### src/rtl/cmult_arb.sv
// Two-requester front end sharing one pipelined complex multiplier.
// Fair round-robin on contention; a 6-deep tag pipe routes each product back to its owner.

module cmult #(
  parameter int AWIDTH = 16,
  parameter int BWIDTH = 18
) (
  input  logic                          clk,
  input  logic signed [AWIDTH-1:0]      ar,
  input  logic signed [AWIDTH-1:0]      ai,
  input  logic signed [BWIDTH-1:0]      br,
  input  logic signed [BWIDTH-1:0]      bi,
  output logic signed [AWIDTH+BWIDTH:0] pr,
  output logic signed [AWIDTH+BWIDTH:0] pi
);
  localparam int PW  = AWIDTH + BWIDTH + 1;
  localparam int DLY = 4;

  logic signed [AWIDTH-1:0] ar_q, ai_q;
  logic signed [BWIDTH-1:0] br_q, bi_q;
  logic signed [PW-2:0]     rr_q, ii_q, ri_q, ir_q;
  logic signed [PW-2:0]     rr_d, ii_d, ri_d, ir_d;
  logic signed [PW-1:0]     pr_q [DLY];
  logic signed [PW-1:0]     pi_q [DLY];
  logic signed [PW-1:0]     pr_d [DLY];
  logic signed [PW-1:0]     pi_d [DLY];

  // Register inputs, form partial products, sum, then pad to six stages total.
  always_comb begin
    rr_d = (PW-1)'(ar_q) * (PW-1)'(br_q);
    ii_d = (PW-1)'(ai_q) * (PW-1)'(bi_q);
    ri_d = (PW-1)'(ar_q) * (PW-1)'(bi_q);
    ir_d = (PW-1)'(ai_q) * (PW-1)'(br_q);
    pr_d[0] = PW'(rr_q) - PW'(ii_q);
    pi_d[0] = PW'(ri_q) + PW'(ir_q);
    for (int i = 1; i < DLY; i++) begin
      pr_d[i] = pr_q[i-1];
      pi_d[i] = pi_q[i-1];
    end
  end

  always_ff @(posedge clk) begin
    ar_q <= ar;
    ai_q <= ai;
    br_q <= br;
    bi_q <= bi;
    rr_q <= rr_d;
    ii_q <= ii_d;
    ri_q <= ri_d;
    ir_q <= ir_d;
    pr_q <= pr_d;
    pi_q <= pi_d;
  end

  assign pr = pr_q[DLY-1];
  assign pi = pi_q[DLY-1];
endmodule

module cmult_arb #(
  parameter int AWIDTH = 16,
  parameter int BWIDTH = 18,
  parameter int UWIDTH = 8
) (
  input  logic                          clk,
  input  logic                          rst_n,
  input  logic                          s0_valid,
  output logic                          s0_ready,
  input  logic signed [AWIDTH-1:0]      s0_ar,
  input  logic signed [AWIDTH-1:0]      s0_ai,
  input  logic signed [BWIDTH-1:0]      s0_br,
  input  logic signed [BWIDTH-1:0]      s0_bi,
  input  logic        [UWIDTH-1:0]      s0_user,
  input  logic                          s1_valid,
  output logic                          s1_ready,
  input  logic signed [AWIDTH-1:0]      s1_ar,
  input  logic signed [AWIDTH-1:0]      s1_ai,
  input  logic signed [BWIDTH-1:0]      s1_br,
  input  logic signed [BWIDTH-1:0]      s1_bi,
  input  logic        [UWIDTH-1:0]      s1_user,
  output logic                          m0_valid,
  output logic signed [AWIDTH+BWIDTH:0] m0_pr,
  output logic signed [AWIDTH+BWIDTH:0] m0_pi,
  output logic        [UWIDTH-1:0]      m0_user,
  output logic                          m1_valid,
  output logic signed [AWIDTH+BWIDTH:0] m1_pr,
  output logic signed [AWIDTH+BWIDTH:0] m1_pi,
  output logic        [UWIDTH-1:0]      m1_user,
  output logic                          busy
);
  localparam int PW  = AWIDTH + BWIDTH + 1;
  localparam int LAT = 6;

  logic                     pick0, grant0, grant1, xfer;
  logic                     last_s1_q, last_s1_d;
  logic signed [AWIDTH-1:0] mul_ar, mul_ai;
  logic signed [BWIDTH-1:0] mul_br, mul_bi;
  logic signed [PW-1:0]     cm_pr, cm_pi;
  logic [LAT-1:0]           tag_vld_q, tag_vld_d;
  logic [LAT-1:0]           tag_own_q, tag_own_d;
  logic [UWIDTH-1:0]        tag_user_q [LAT];
  logic [UWIDTH-1:0]        tag_user_d [LAT];
  logic                     m0_valid_q, m0_valid_d, m1_valid_q, m1_valid_d;
  logic signed [PW-1:0]     m0_pr_q, m0_pr_d, m0_pi_q, m0_pi_d;
  logic signed [PW-1:0]     m1_pr_q, m1_pr_d, m1_pi_q, m1_pi_d;
  logic [UWIDTH-1:0]        m0_user_q, m0_user_d, m1_user_q, m1_user_d;

  // Grants are gated by rst_n so neither ready can rise while the block is held in reset.
  always_comb begin
    pick0     = s0_valid && (!s1_valid || last_s1_q);
    grant0    = pick0 && rst_n;
    grant1    = s1_valid && !pick0 && rst_n;
    xfer      = grant0 || grant1;
    last_s1_d = xfer ? grant1 : last_s1_q;
    mul_ar    = grant1 ? s1_ar : s0_ar;
    mul_ai    = grant1 ? s1_ai : s0_ai;
    mul_br    = grant1 ? s1_br : s0_br;
    mul_bi    = grant1 ? s1_bi : s0_bi;
  end

  cmult #(.AWIDTH(AWIDTH), .BWIDTH(BWIDTH)) u_cmult (
    .clk (clk),
    .ar  (mul_ar),
    .ai  (mul_ai),
    .br  (mul_br),
    .bi  (mul_bi),
    .pr  (cm_pr),
    .pi  (cm_pi)
  );

  // The tag pipe is as deep as the multiplier, so its last stage lines up with cm_pr/cm_pi.
  always_comb begin
    tag_vld_d     = {tag_vld_q[LAT-2:0], xfer};
    tag_own_d     = {tag_own_q[LAT-2:0], grant1};
    tag_user_d[0] = grant1 ? s1_user : s0_user;
    for (int i = 1; i < LAT; i++) tag_user_d[i] = tag_user_q[i-1];
    m0_valid_d = tag_vld_q[LAT-1] && !tag_own_q[LAT-1];
    m1_valid_d = tag_vld_q[LAT-1] && tag_own_q[LAT-1];
    m0_pr_d    = m0_valid_d ? cm_pr : m0_pr_q;
    m0_pi_d    = m0_valid_d ? cm_pi : m0_pi_q;
    m0_user_d  = m0_valid_d ? tag_user_q[LAT-1] : m0_user_q;
    m1_pr_d    = m1_valid_d ? cm_pr : m1_pr_q;
    m1_pi_d    = m1_valid_d ? cm_pi : m1_pi_q;
    m1_user_d  = m1_valid_d ? tag_user_q[LAT-1] : m1_user_q;
  end

  always_ff @(posedge clk or negedge rst_n) begin
    if (!rst_n) begin
      last_s1_q  <= 1'b1;
      tag_vld_q  <= '0;
      tag_own_q  <= '0;
      tag_user_q <= '{default: '0};
      m0_valid_q <= 1'b0;
      m1_valid_q <= 1'b0;
      m0_pr_q    <= '0;
      m0_pi_q    <= '0;
      m0_user_q  <= '0;
      m1_pr_q    <= '0;
      m1_pi_q    <= '0;
      m1_user_q  <= '0;
    end else begin
      last_s1_q  <= last_s1_d;
      tag_vld_q  <= tag_vld_d;
      tag_own_q  <= tag_own_d;
      tag_user_q <= tag_user_d;
      m0_valid_q <= m0_valid_d;
      m1_valid_q <= m1_valid_d;
      m0_pr_q    <= m0_pr_d;
      m0_pi_q    <= m0_pi_d;
      m0_user_q  <= m0_user_d;
      m1_pr_q    <= m1_pr_d;
      m1_pi_q    <= m1_pi_d;
      m1_user_q  <= m1_user_d;
    end
  end

  assign s0_ready = grant0;
  assign s1_ready = grant1;
  assign m0_valid = m0_valid_q;
  assign m0_pr    = m0_pr_q;
  assign m0_pi    = m0_pi_q;
  assign m0_user  = m0_user_q;
  assign m1_valid = m1_valid_q;
  assign m1_pr    = m1_pr_q;
  assign m1_pi    = m1_pi_q;
  assign m1_user  = m1_user_q;
  assign busy     = (|tag_vld_q) || xfer;
endmodule

### config.mk
export PLATFORM = sky130hd
export DESIGN_NAME = cmult_arb
export DESIGN_NICKNAME = d
export VERILOG_FILES = /design/src/rtl/cmult_arb.sv
export SDC_FILE = /design/constraint.sdc
export NUM_CORES = 2
export LEC_CHECK = 0
export ABC_AREA = 1
export BUFFER_PORTS_ARGS = -buffer_cell sky130_fd_sc_hd__buf_2
export CORE_UTILIZATION = 60
export CTS_CLUSTER_DIAMETER = 100
export DETAILED_ROUTE_END_ITERATION = 16
export PLACE_DENSITY = 0.81
export REMOVE_ABC_BUFFERS = 1
export SYNTH_ARGS = -nofsm -noshare
export SYNTH_HDL_FRONTEND = slang
export SYNTH_SLANG_ARGS = --single-unit
### constraint.sdc
create_clock -name clk -period 7.5 [get_ports clk]
set_input_delay 1.5 -clock clk [delete_from_list [all_inputs] [get_ports clk]]
set_output_delay 1.5 -clock clk [all_outputs]
set_load 0.03 [all_outputs]
==> impl_metrics.py <==
metrics = {
    "floorplanning": {
        "rows": 125,
        "die_h_um": 344.2,
        "start_util_pct": 60.46,
        "core_um2": 116200,
        "top_level_ports": 317,
        "die-width_um": 344.2,
        "die_area_um2": 118500,
    },
    "detailed_routing": {
        "drtAntennaViolNets": 0,
        "drtIter0Drc": 4639,
        "firstDrtPassIters": 7,
        "via_per_inst": 5.225,
        "num_vias": 55290,
        "drc_errors": 0,
        "wire_per_inst_um": 18.23,
        "wl_um": 192900,
    },
    "cts": {
        "cts_tree": "built",
        "clockBufferDepth": 3,
        "clock_sinks": 703,
        "cts_root_buf": "clkbuf_16",
        "postCtsSetupRepairBufs": 0,
        "clk-insertion-delay-late_ns": 0.69,
        "clk_pin_slew_ns": 0.06,
        "post_cts_resize_count": 0,
        "htree_num_levels": 3,
        "cts_inserted_buffers": 78,
        "ctsHoldBuffers": 0,
    },
    "global_routing": {
        "grt_pass1_wl_um": 308800,
        "grt_antenna_before_repair": 6,
        "grt_pass1_vias": 57100,
        "grt_max_degree": 98,
        "grt-ovfl-total": 0,
        "track_usage_pct": 33.88,
    },
    "place": {
        "io_buffers": 316,
        "dp_cells": 10430,
        "dpl.hpwl_um": 155600,
        "place_congestion": 1.024,
    },
    "worst_setup_path": {
        "path_depth": 18,
        "r2r_start": "u_cmult.ai_q[2]",
        "crit_chain": "nand2_1 > inv_1 > fa_1 > fa_1 > fa_1 > fa_1 > fa_1 > inv_1 > fa_1 > inv_1 > ha_1 > nand2_1 > nor2_2 > inv_1 > nor2_1 > o21ai_0 > nand4_1 > nand2_1",
        "cp-end-kind": "flop",
        "rrSetupSlack_ns": 0.85,
        "max_stage_delay_ns": 1.08,
        "worstRegToRegCells": 18,
        "critical-path-top-delay-family": "adder cells",
        "slowest_stage": "dfxtp_1",
        "worstReg2RegEnd": "u_cmult.ii_q[25]",
        "start_kind": "flop",
        "path_buf_inv": 4,
        "arrival_ns": 7.23,
        "crit_required_ns": 8.08,
        "crit_fanout": 18,
        "cpMostUsedCell": "fa_1",
        "crit_type": "reg -> reg",
    },
    "synthesis": {
        "syn_avg_cell_area_um2": 7.995,
        "synth_top_area_share_pct": 33.11,
        "synthCells": 8788,
        "synth_top_cell_by_area": "fa_1",
        "ys.flop_type": "dfxtp_1",
        "ys_seq_area_share_pct": 21.59,
        "syn-cell-area_um2": 70260,
        "synth_seq_cells": 703,
        "synth_edf_count": 0,
        "async_reset_ff_share_pct": 31.15,
        "yosysMostFrequentCell": "nand2_1",
        "ys_top_cells_by_count": "nand2_1, inv_1, fa_1",
        "yosysUniqueCellTypes": 41,
        "yosys-top-cells-area": "fa_1, dfxtp_1, nand2_1",
        "synth_warnings": 0,
    },
    "sta": {
        "worstMarginPinSlew_ns": 1.303,
        "setup_tns_ns": 0,
        "fin_crit_ns": 6.651,
        "grt_setup_unrepaired": "false",
        "finalSetupViolCount": 0,
        "min_period_over_period_pct": 88.69,
        "finalClockSkew_ns": 0.03831,
        "fmax_ghz": 0.1503,
        "max_slew_margin_pct": 13.04,
        "slew_viol_final": 0,
        "final_hold_viol_count": 0,
    },
    "run_status": {
        "status": "finished clean",
    },
    "final_layout": {
        "fillers": 9612,
        "final_cells": 10580,
        "drive_gt1_share_pct": 7.553,
        "syn_to_final_growth_pct": 8.552,
        "layout.nets": 10720,
    },
    "min_path": {
        "hold_class": "reg -> reg",
        "whs_path_depth": 0,
        "min_to": "u_cmult.pi_d[32]",
        "hold_start": "u_cmult.pi_d[67]",
    },
    "job": {
        "maxCapViolations": 0,
    },
}
-- through the flow --
| step | cell area, µm² | hold slack [ns] | util, % | setup WS [ns] |
|---|---|---|---|---|
| finish | 76270 | 0.3113 | 65.63 | 0.8486 |
| global placement | 73410 | 0.3098 | 63.17 | 1.102 |
| detailed placement | 73410 | 0.3121 | 63.17 | 1.007 |
| CTS | 76260 | 0.3126 | 65.63 | 0.9858 |
| global route | 76260 | 0.3175 | 65.63 | 0.5867 |
| floorplan | 69150 | 0.3096 | - | 1.792 |
-- worst reg2reg max path: cells and delay by family (launching register included) --
family,cells,cell delay [ns]
AND/OR/NAND/NOR,6,1.00
AO/OA/AOI/OAI,1,0.26
adder cells (fa/ha/maj),7,3.88
buffers and inverters,4,0.31
flip-flops,1,1.08
-- cell type report --
class	instances	area, µm²	area share (%)
Clock inverter	43	601.8	0.7891
Tap cell	1524	1907	2.500
Inverter	2384	8952	11.74
Timing Repair Buffer	408	2307	3.025
Clock buffer	103	2250	2.950
Antenna cell	2	5.005	0.006562
Multi-Input combinational cell	5415	45050	59.07
Sequential cell	703	15200	19.92
-- cell families after synthesis --
| group | after synthesis | share of synthesized area, % |
|---|---|---|
| adder cells (fa/ha/maj) | 1574 | 40.45 |
| flip-flops | 703 | 21.59 |
| AND/OR/NAND/NOR | 3236 | 18.45 |
| AO/OA/AOI/OAI | 482 | 3.661 |
| XOR/XNOR | 123 | 1.533 |
| buffers and inverters | 2670 | 14.31 |
-- worst max-delay path by stage --
stage                           startpoint                to  slack (ns)
final                      u_cmult.ai_q[2]  u_cmult.ii_q[25]        0.85
after global routing      u_cmult.br_q[17]  u_cmult.rr_q[33]        0.59
after detailed placement   u_cmult.ai_q[2]  u_cmult.ii_q[28]        1.01
after CTS                 u_cmult.br_q[17]  u_cmult.rr_q[33]        0.99
after global placement     u_cmult.ai_q[2]  u_cmult.ii_q[25]        1.10
after floorplan            u_cmult.ar_q[1]  u_cmult.ri_q[26]        1.79
-- flip-flops by register name (all words and copies together) (netlist names), 18 cells and up --
name,count
u_cmult.pi_d,105
u_cmult.pr_d,105
tag_user_d,40
m0_pi,35
m0_pr,35
m1_pi,35
m1_pr,35
u_cmult.pi,35
u_cmult.pr,35
u_cmult.ii_q,34
u_cmult.ir_q,34
u_cmult.ri_q,34
u_cmult.rr_q,34
u_cmult.bi_q,18
u_cmult.br_q,18
-- per-layer routing --
layer / global-route usage [%] / vias up / wire [µm]
met2: 51.82 / 2639 / 84950
met4: 13.88 / 6 / 8585
met1: 46.71 / 26630 / 79020
met5: 0 / - / 31
li1: - / 25580 / -
met3: 7.799 / 431 / 20330
-- cells in the final DEF (no fill, tap or decap), types with 5 or more instances in the layout --
cell type,instances
a21oi_1,182
a21oi_2,12
buf_2,315
buf_4,90
bufinv_16,8
clkbuf_1,8
clkbuf_16,81
clkbuf_8,14
clkinv_2,11
clkinv_4,5
dfrtp_1,218
dfxtp_1,464
dfxtp_2,20
fa_1,1162
ha_1,412
inv_1,2369
inv_2,13
inv_6,7
nand2_1,2530
nand2_2,40
nand3_1,181
nand3_2,6
nand3b_1,11
nand4_1,55
nor2_1,325
nor2_2,15
nor3_1,28
nor3_2,17
nor4_1,9
o21a_1,5
o21ai_0,237
o21bai_1,30
or2_1,5
xnor2_1,23
xor2_1,100
Power is not shown: default switching activity piles up to over one toggle a cycle in this logic, so the estimate is an artifact.
